### src/rtl/pipe_ctrl_pkg.sv
// pipe_ctrl_pkg: shared pipeline control bundle, bubble constant and D->E beat states.
package pipe_ctrl_pkg;
  typedef struct packed {
    logic       alu_src;
    logic [3:0] alu_control;
    logic       mem_to_reg;
    logic       reg_write;
    logic       plus_one;
    logic       branch;
    logic       pcsrc;
  } ctrl_t;
  localparam ctrl_t CTRL_BUBBLE = '0;
  typedef enum logic {BEAT1, BEAT2} de_state_t;
endpackage

### src/rtl/pipe_en_clr_reg.sv
// pipe_en_clr_reg: pipeline register with enable, sync clear and async active-low reset.
module pipe_en_clr_reg #(
  parameter int W = 32
) (
  input  logic         clk,
  input  logic         rst_n,
  input  logic         en,
  input  logic         clr,
  input  logic [W-1:0] d,
  output logic [W-1:0] q
);
  always_ff @(posedge clk or negedge rst_n)
    if (!rst_n) q <= '0;
    else if (clr) q <= '0;
    else if (en) q <= d;
endmodule

### src/rtl/decode_execute_reg.sv
// decode_execute_reg: D->E pipeline register with stall/flush and two-beat PlusOne sequencing.
module decode_execute_reg
  import pipe_ctrl_pkg::*;
#(
  parameter int DATA_W = 32,
  parameter int RA_W   = 4
) (
  input  logic              clk,
  input  logic              rst_n,
  input  logic              valid_d,
  input  logic              alu_src_d,
  input  logic              mem_to_reg_d,
  input  logic              reg_write_d,
  input  logic              plus_one_d,
  input  logic              branch_d,
  input  logic              pcsrc_d,
  input  logic [3:0]        alu_control_d,
  input  logic [DATA_W-1:0] rd1_d,
  input  logic [DATA_W-1:0] rd2_d,
  input  logic [DATA_W-1:0] ext_imm_d,
  input  logic [RA_W-1:0]   wa3_d,
  input  logic [RA_W-1:0]   ra1_d,
  input  logic [RA_W-1:0]   ra2_d,
  input  logic              stall_e,
  input  logic              flush_e,
  output logic              valid_e,
  output logic              alu_src_e,
  output logic              mem_to_reg_e,
  output logic              reg_write_e,
  output logic              plus_one_e,
  output logic              branch_e,
  output logic              pcsrc_e,
  output logic [3:0]        alu_control_e,
  output logic [DATA_W-1:0] rd1_e,
  output logic [DATA_W-1:0] rd2_e,
  output logic [DATA_W-1:0] ext_imm_e,
  output logic [RA_W-1:0]   wa3_e,
  output logic [RA_W-1:0]   ra1_e,
  output logic [RA_W-1:0]   ra2_e,
  output logic              beat2_e,
  output logic              hold_d
);
  de_state_t state;
  ctrl_t     ctrl_d, ctrl_e;
  logic      reload, load, clr;
  assign ctrl_d = '{alu_src: alu_src_d, alu_control: alu_control_d, mem_to_reg: mem_to_reg_d,
                    reg_write: reg_write_d, plus_one: plus_one_d, branch: branch_d, pcsrc: pcsrc_d};
  assign hold_d = state == BEAT1 && valid_e && ctrl_e.plus_one && !flush_e;
  assign reload = hold_d && !stall_e;
  assign load   = !flush_e && !stall_e && !reload;
  assign clr    = flush_e || (load && !valid_d);
  // Beat 2 keeps every field except the immediate, which steps by one.
  pipe_en_clr_reg #(.W(DATA_W)) u_imm (
    .clk(clk), .rst_n(rst_n), .en(flush_e || !stall_e), .clr(clr),
    .d(reload ? ext_imm_e + DATA_W'(1) : ext_imm_d), .q(ext_imm_e)
  );
  pipe_en_clr_reg #(.W(2*DATA_W + 3*RA_W)) u_data (
    .clk(clk), .rst_n(rst_n), .en(flush_e || load), .clr(clr),
    .d({rd1_d, rd2_d, wa3_d, ra1_d, ra2_d}), .q({rd1_e, rd2_e, wa3_e, ra1_e, ra2_e})
  );
  always_ff @(posedge clk or negedge rst_n)
    if (!rst_n) begin
      state   <= BEAT1;
      ctrl_e  <= CTRL_BUBBLE;
      valid_e <= 1'b0;
      beat2_e <= 1'b0;
    end else if (flush_e) begin
      state   <= BEAT1;
      ctrl_e  <= CTRL_BUBBLE;
      valid_e <= 1'b0;
      beat2_e <= 1'b0;
    end else if (!stall_e) begin
      if (reload) begin
        state   <= BEAT2;
        beat2_e <= 1'b1;
      end else begin
        state   <= BEAT1;
        ctrl_e  <= valid_d ? ctrl_d : CTRL_BUBBLE;
        valid_e <= valid_d;
        beat2_e <= 1'b0;
      end
    end
  assign alu_src_e     = ctrl_e.alu_src;
  assign alu_control_e = ctrl_e.alu_control;
  assign mem_to_reg_e  = ctrl_e.mem_to_reg;
  assign reg_write_e   = ctrl_e.reg_write;
  assign plus_one_e    = ctrl_e.plus_one;
  assign branch_e      = ctrl_e.branch;
  assign pcsrc_e       = ctrl_e.pcsrc;
endmodule

### config.mk
export PLATFORM = sky130hd
export DESIGN_NAME = decode_execute_reg
export DESIGN_NICKNAME = d
export VERILOG_FILES = /design/src/rtl/pipe_ctrl_pkg.sv /design/src/rtl/pipe_en_clr_reg.sv /design/src/rtl/decode_execute_reg.sv
export SDC_FILE = /design/constraint.sdc
export NUM_CORES = 1
export LEC_CHECK = 0
export ABC_AREA = 0
export BUFFER_PORTS_ARGS = -buffer_cell sky130_fd_sc_hd__buf_2
export CAP_MARGIN = 0
export CELL_PAD_IN_SITES_DETAIL_PLACEMENT = 1
export CELL_PAD_IN_SITES_GLOBAL_PLACEMENT = 2
export CORE_ASPECT_RATIO = 1.1
export CORE_MARGIN = 2
export CORE_UTILIZATION = 31
export CTS_CLUSTER_SIZE = 16
export DETAILED_ROUTE_END_ITERATION = 7
export PLACE_DENSITY_LB_ADDON = 0.1
export SETUP_SLACK_MARGIN = 0.5
export SYNTH_ARGS = -nofsm -noshare
export SYNTH_HDL_FRONTEND = slang
export SYNTH_HIERARCHICAL = 1
export SYNTH_SLANG_ARGS = --single-unit
export TNS_END_PERCENT = 20
### constraint.sdc
create_clock -name clk -period 4.18 [get_ports clk]
set_input_delay 0.627 -clock clk [delete_from_list [all_inputs] [get_ports clk]]
set_output_delay 0.627 -clock clk [all_outputs]
set_load 0.05 [all_outputs]
# Word-level counts from Yosys, hierarchy flattened
# Cells that the tools add are included.
# word_totals
ff_bits	120
inputBits	123
wordCells	47
# classes
eq_ne	2
n_reduce_logical	17
bitwise	1
muxes	15
add_sub_neg	1
# ops
op	count
two-way mux 76 bit	2
two-way mux 32 bit	3
two-way mux 10 bit	4
adder 32 x 1 -> 32 bit (second input constant)	1
logical AND 1 bit	7
two-way mux 1 bit	6
logical NOT 1 bit	4
nonzero test 2 bit	2
logical OR 1 bit	3
!= test 2 x 1 -> 1 bit (second input constant)	1
!= test 2 bit (second input constant)	1
AND reduction 2 bit	1
inverter 1 bit	1

# Logic depth before layout (Yosys ltp)
# depth
ltp_word	10
ltp_mapped	9

# Modules after synthesis
# Netlist, hierarchy kept.
# by_module_without_submodules
mod	instances	area_each_um2	cells_per_inst
pipe_en_clr_reg at u_data	1	3109.2	245
decode_execute_reg	1	1579.0	243
pipe_en_clr_reg at u_imm	1	1323.8	103

# Worst setup path after synthesis
# OpenSTA, ideal clock, no wires.
# synth_timing
kind	flip-flop to flip-flop
from	register u_imm.q[10]
to	register u_imm.q[27]
path_buffers	1
slack_ns	1.671
setup_time_ns	0.073
t_arrival_ns	2.436
stages_incl_launch_ff	8
period_less_slack_ns	2.509
path_cell_list	dfrtp_1 > nand4_1 > or4_1 > clkbuf_2 > or4_1 > a31oi_1 > mux2i_1 > nor2_1
# synth_via
elab_chain_cells	4
# synth_rtl
element	line_no	rtl
start: declaration	pipe_en_clr_reg.sv:10	output logic [W-1:0] q
start signal: assignment	pipe_en_clr_reg.sv:13	if (!rst_n) q <= '0;
start signal: assignment	pipe_en_clr_reg.sv:14	else if (clr) q <= '0;
start signal: assignment	pipe_en_clr_reg.sv:15	else if (en) q <= d;
adder 32 x 1 -> 32 bit	decode_execute_reg.sv:55	.d(reload ? ext_imm_e + DATA_W'(1) : ext_imm_d), .q(ext_imm_e)
two-way mux 32 bit	decode_execute_reg.sv:55	
two-way mux 32 bit	pipe_en_clr_reg.sv:15	
two-way mux 32 bit	pipe_en_clr_reg.sv:14	
# Every way passes these cells. The select of a mux whose other input is x is not followed.
# A chain may end at the register's enable or synchronous reset.

# Worst setup path in the final report
# layout_timing
from	register u_imm.q[3]
to	register u_imm.q[27]
# The elaborated chain is that of the path after synthesis.

==> results.sh <==
export IMPL_outcome="finished clean"
export IMPL_hpwl_um=13600
export IMPL_period_needed_ps=2620
export IMPL_post_drt_wl_per_cell_um=17.2
export IMPL_ctsHoldBuffers=0
export IMPL_globalRouteTotalUtil_pct=18.2
export IMPL_finalPower_mw=3.51
export IMPL_grt_max_degree=121
export IMPL_hold_class="in -> async"
export IMPL_clk_pin_slew_ps=60
export IMPL_crit_required_ps=4520
export IMPL_drt_iter0_markers=161
export IMPL_final_core_util_pct=41.6
export IMPL_fin_crit_sh_pct=62.8
export IMPL_synthCells=591
export IMPL_max_cap_violations=0
export IMPL_clock_skew_ps=10.2
export IMPL_route_detailed_drc=0
export IMPL_stdcell_count=1084
export IMPL_dp_cells=1052
export IMPL_multi_input_area_sq_mm=0.00270
export IMPL_cts_sinks=120
export IMPL_crit_fanout=17
export IMPL_cts_root_buffer="clkbuf_16"
export IMPL_synth_most_common_cell="nor2_1"
export IMPL_dieArea_sq_mm=0.0205
export IMPL_detail_route_antenna_nets=0
export IMPL_synth_cell_type_count=40
export IMPL_layout_area_seq_sq_mm=0.00300
export IMPL_htreeDepth=4
export IMPL_synth_edff_count=0
export IMPL_cts_buffers=17
export IMPL_core_area_sq_mm=0.0191
export IMPL_layout_drive_gt1_share_pct=34.8
export IMPL_wl_um=18600
export IMPL_pin_count=244
export IMPL_clk_latency_ps=410
export IMPL_syn_area_sq_mm=0.00601
export IMPL_antenna_found_initial=1
export IMPL_timing_setup_tns_ps=0
export IMPL_cts_setup_buffers=0
export IMPL_ys_top_cells_by_area="dfrtp_1 (50%), mux2i_1 (18%), nor2_1 (7.9%)"
export IMPL_cts_tree="built"
export IMPL_core_rowCount=53
export IMPL_worstMarginPinSlew_ps=950
export IMPL_yosys_register_bits=120
export IMPL_end_kind="flop"
export IMPL_setup_viol=0
export IMPL_grt_pass1_vias=5489
export IMPL_finalHoldViolations=0
export IMPL_synth_flop_cell="dfrtp_1"
export IMPL_cts_path_max_buffers=2
export IMPL_cp_arrival_ps=2970
export IMPL_via_count=5245
export IMPL_first_pass_iters=4
export IMPL_die_w_um=137
export IMPL_fmax_mhz=381
export IMPL_via_per_inst=4.84
export IMPL_grt_pass1_wl_um=28900
export IMPL_crit_type="reg -> reg"
export IMPL_numPortBuffers=243
export IMPL_yosysWarnings=6
export IMPL_synth_net_count=715
export IMPL_fillers=2252
export IMPL_synth_top_area_share_pct=49.9
export IMPL_slew_viol_final=0
export IMPL_synth_cells_most_frequent="nor2_1 (126), dfrtp_1 (120), mux2i_1 (108)"
export IMPL_grt_ovfl_total=0
export IMPL_r2r_cells=6
export IMPL_synth_avg_cell_area_sq_um=10.2
export IMPL_die_y_um=150
export IMPL_post_cts_resized=0
export IMPL_gp_congestion=0.760
export IMPL_synth_top_area_cell="dfrtp_1"
export IMPL_power_per_cell_area_mw_per_mm2=442
export IMPL_nets=948
export IMPL_cp_start_kind="flop"
export IMPL_slew_headroom_pct=36.6
export IMPL_start_util_pct=31.5
export IMPL_rsz0062_at_grt="false"
export IMPL_ys_seq_area_share_pct=49.9
export IMPL_p_leak_nw=4.44
export IMPL_ir_worst_vdd_mv=0.269
export IMPL_synthArstFlopShare_pct=100
export IMPL_antenna_cells=0
export IMPL_syn2layout_area_growth_pct=32.3
[cell usage in the layout, fill, tap and decap left out, types with 10 or more instances in the layout]
cell	netlist	final
buf_2	2	242
nor2_1	126	124
dfrtp_1	120	120
mux2i_1	108	108
nand2_1	56	56
o21ai_0	29	29
clkbuf_16	0	17
a31oi_1	13	13
or4_1	11	11
nand3_1	10	10
[critical path, stage by stage (launching register included)]
cell and delay, ps:
dfrtp_1 510, nand4_4 190, or4_1 840, or4_1 610
a31oi_1 200, mux2i_1 100, nor2_1 100
[area by class of cell]
type                            count  area share, %
Tap cell                          247           3.89
Inverter                            8          0.409
Clock buffer                       19           5.57
Timing Repair Buffer              252           16.3
Clock inverter                     13           2.12
Multi-Input combinational cell    425           33.9
Sequential cell                   120           37.8
[per-stage QoR]
| step | setup WS [ps] | hold WS, ps | instance area (sq um) |
|---|---|---|---|
| finish | 1560 | 292 | 7950 |
| global route | 1370 | 362 | 7950 |
| detailed placement | 1550 | 473 | 7340 |
| floorplan | 1670 | 331 | 6010 |
| CTS | 1550 | 346 | 7950 |
| global placement | 1660 | 464 | 7340 |
[state kept, by name, summed over array words and instances, names as in the netlist]
| register | count |
|---|---|
| u_data/q | 76 |
| alu_src_e | 1 |
| reg_write_e | 1 |
| branch_e | 1 |
| pcsrc_e | 1 |
| alu_control_e | 4 |
| plus_one_e | 1 |
| u_imm/q | 32 |
| mem_to_reg_e | 1 |
| state | 1 |
| valid_e | 1 |
[cell families (layout without fill, tap and decap cells)]
| group | after synthesis | count (layout) | synth area share, % |
|---|---|---|---|
| adder cells (fa/ha/maj) | 1 | 1 | 0.208 |
| AO/OA/AOI/OAI | 57 | 57 | 5.72 |
| multiplexers | 109 | 109 | 18.2 |
| flip-flops | 120 | 120 | 49.9 |
| XOR/XNOR | 14 | 14 | 2.04 |
| AND/OR/NAND/NOR | 244 | 244 | 18.4 |
| buffers and inverters | 46 | 292 | 5.47 |
[layer usage]
metal | share of wire (%) | GRT usage [%] | vias to the layer above
met5 | 0.070 | 0 | -
met4 | 0.90 | 5.26 | 2
met3 | 7.2 | 5.49 | 18
met2 | 50 | 31.2 | 162
met1 | 42 | 22.0 | 2545
li1 | - | - | 2518
[path summary, 6_finish.rpt]
path                                 start            to  slack (ps)
min in group clk                  branch_d      branch_e         450
worst min-delay path                 rst_n  u_data/q[71]         290
worst max-delay path            u_imm/q[3]   u_imm/q[27]        1560
worst max register to register  u_imm/q[3]   u_imm/q[27]        1560
worst min register to register     pcsrc_e       pcsrc_e         490
max in group asynchronous            rst_n   u_imm/q[30]        3340
[where the power goes]
group	internal [mW]	switching (mW)
combinational	0.194	0.499
clock	0.959	0.550
sequential	1.24	0.0709
total	2.39	1.12
Note: power is estimated with default switching activity, not from simulation.
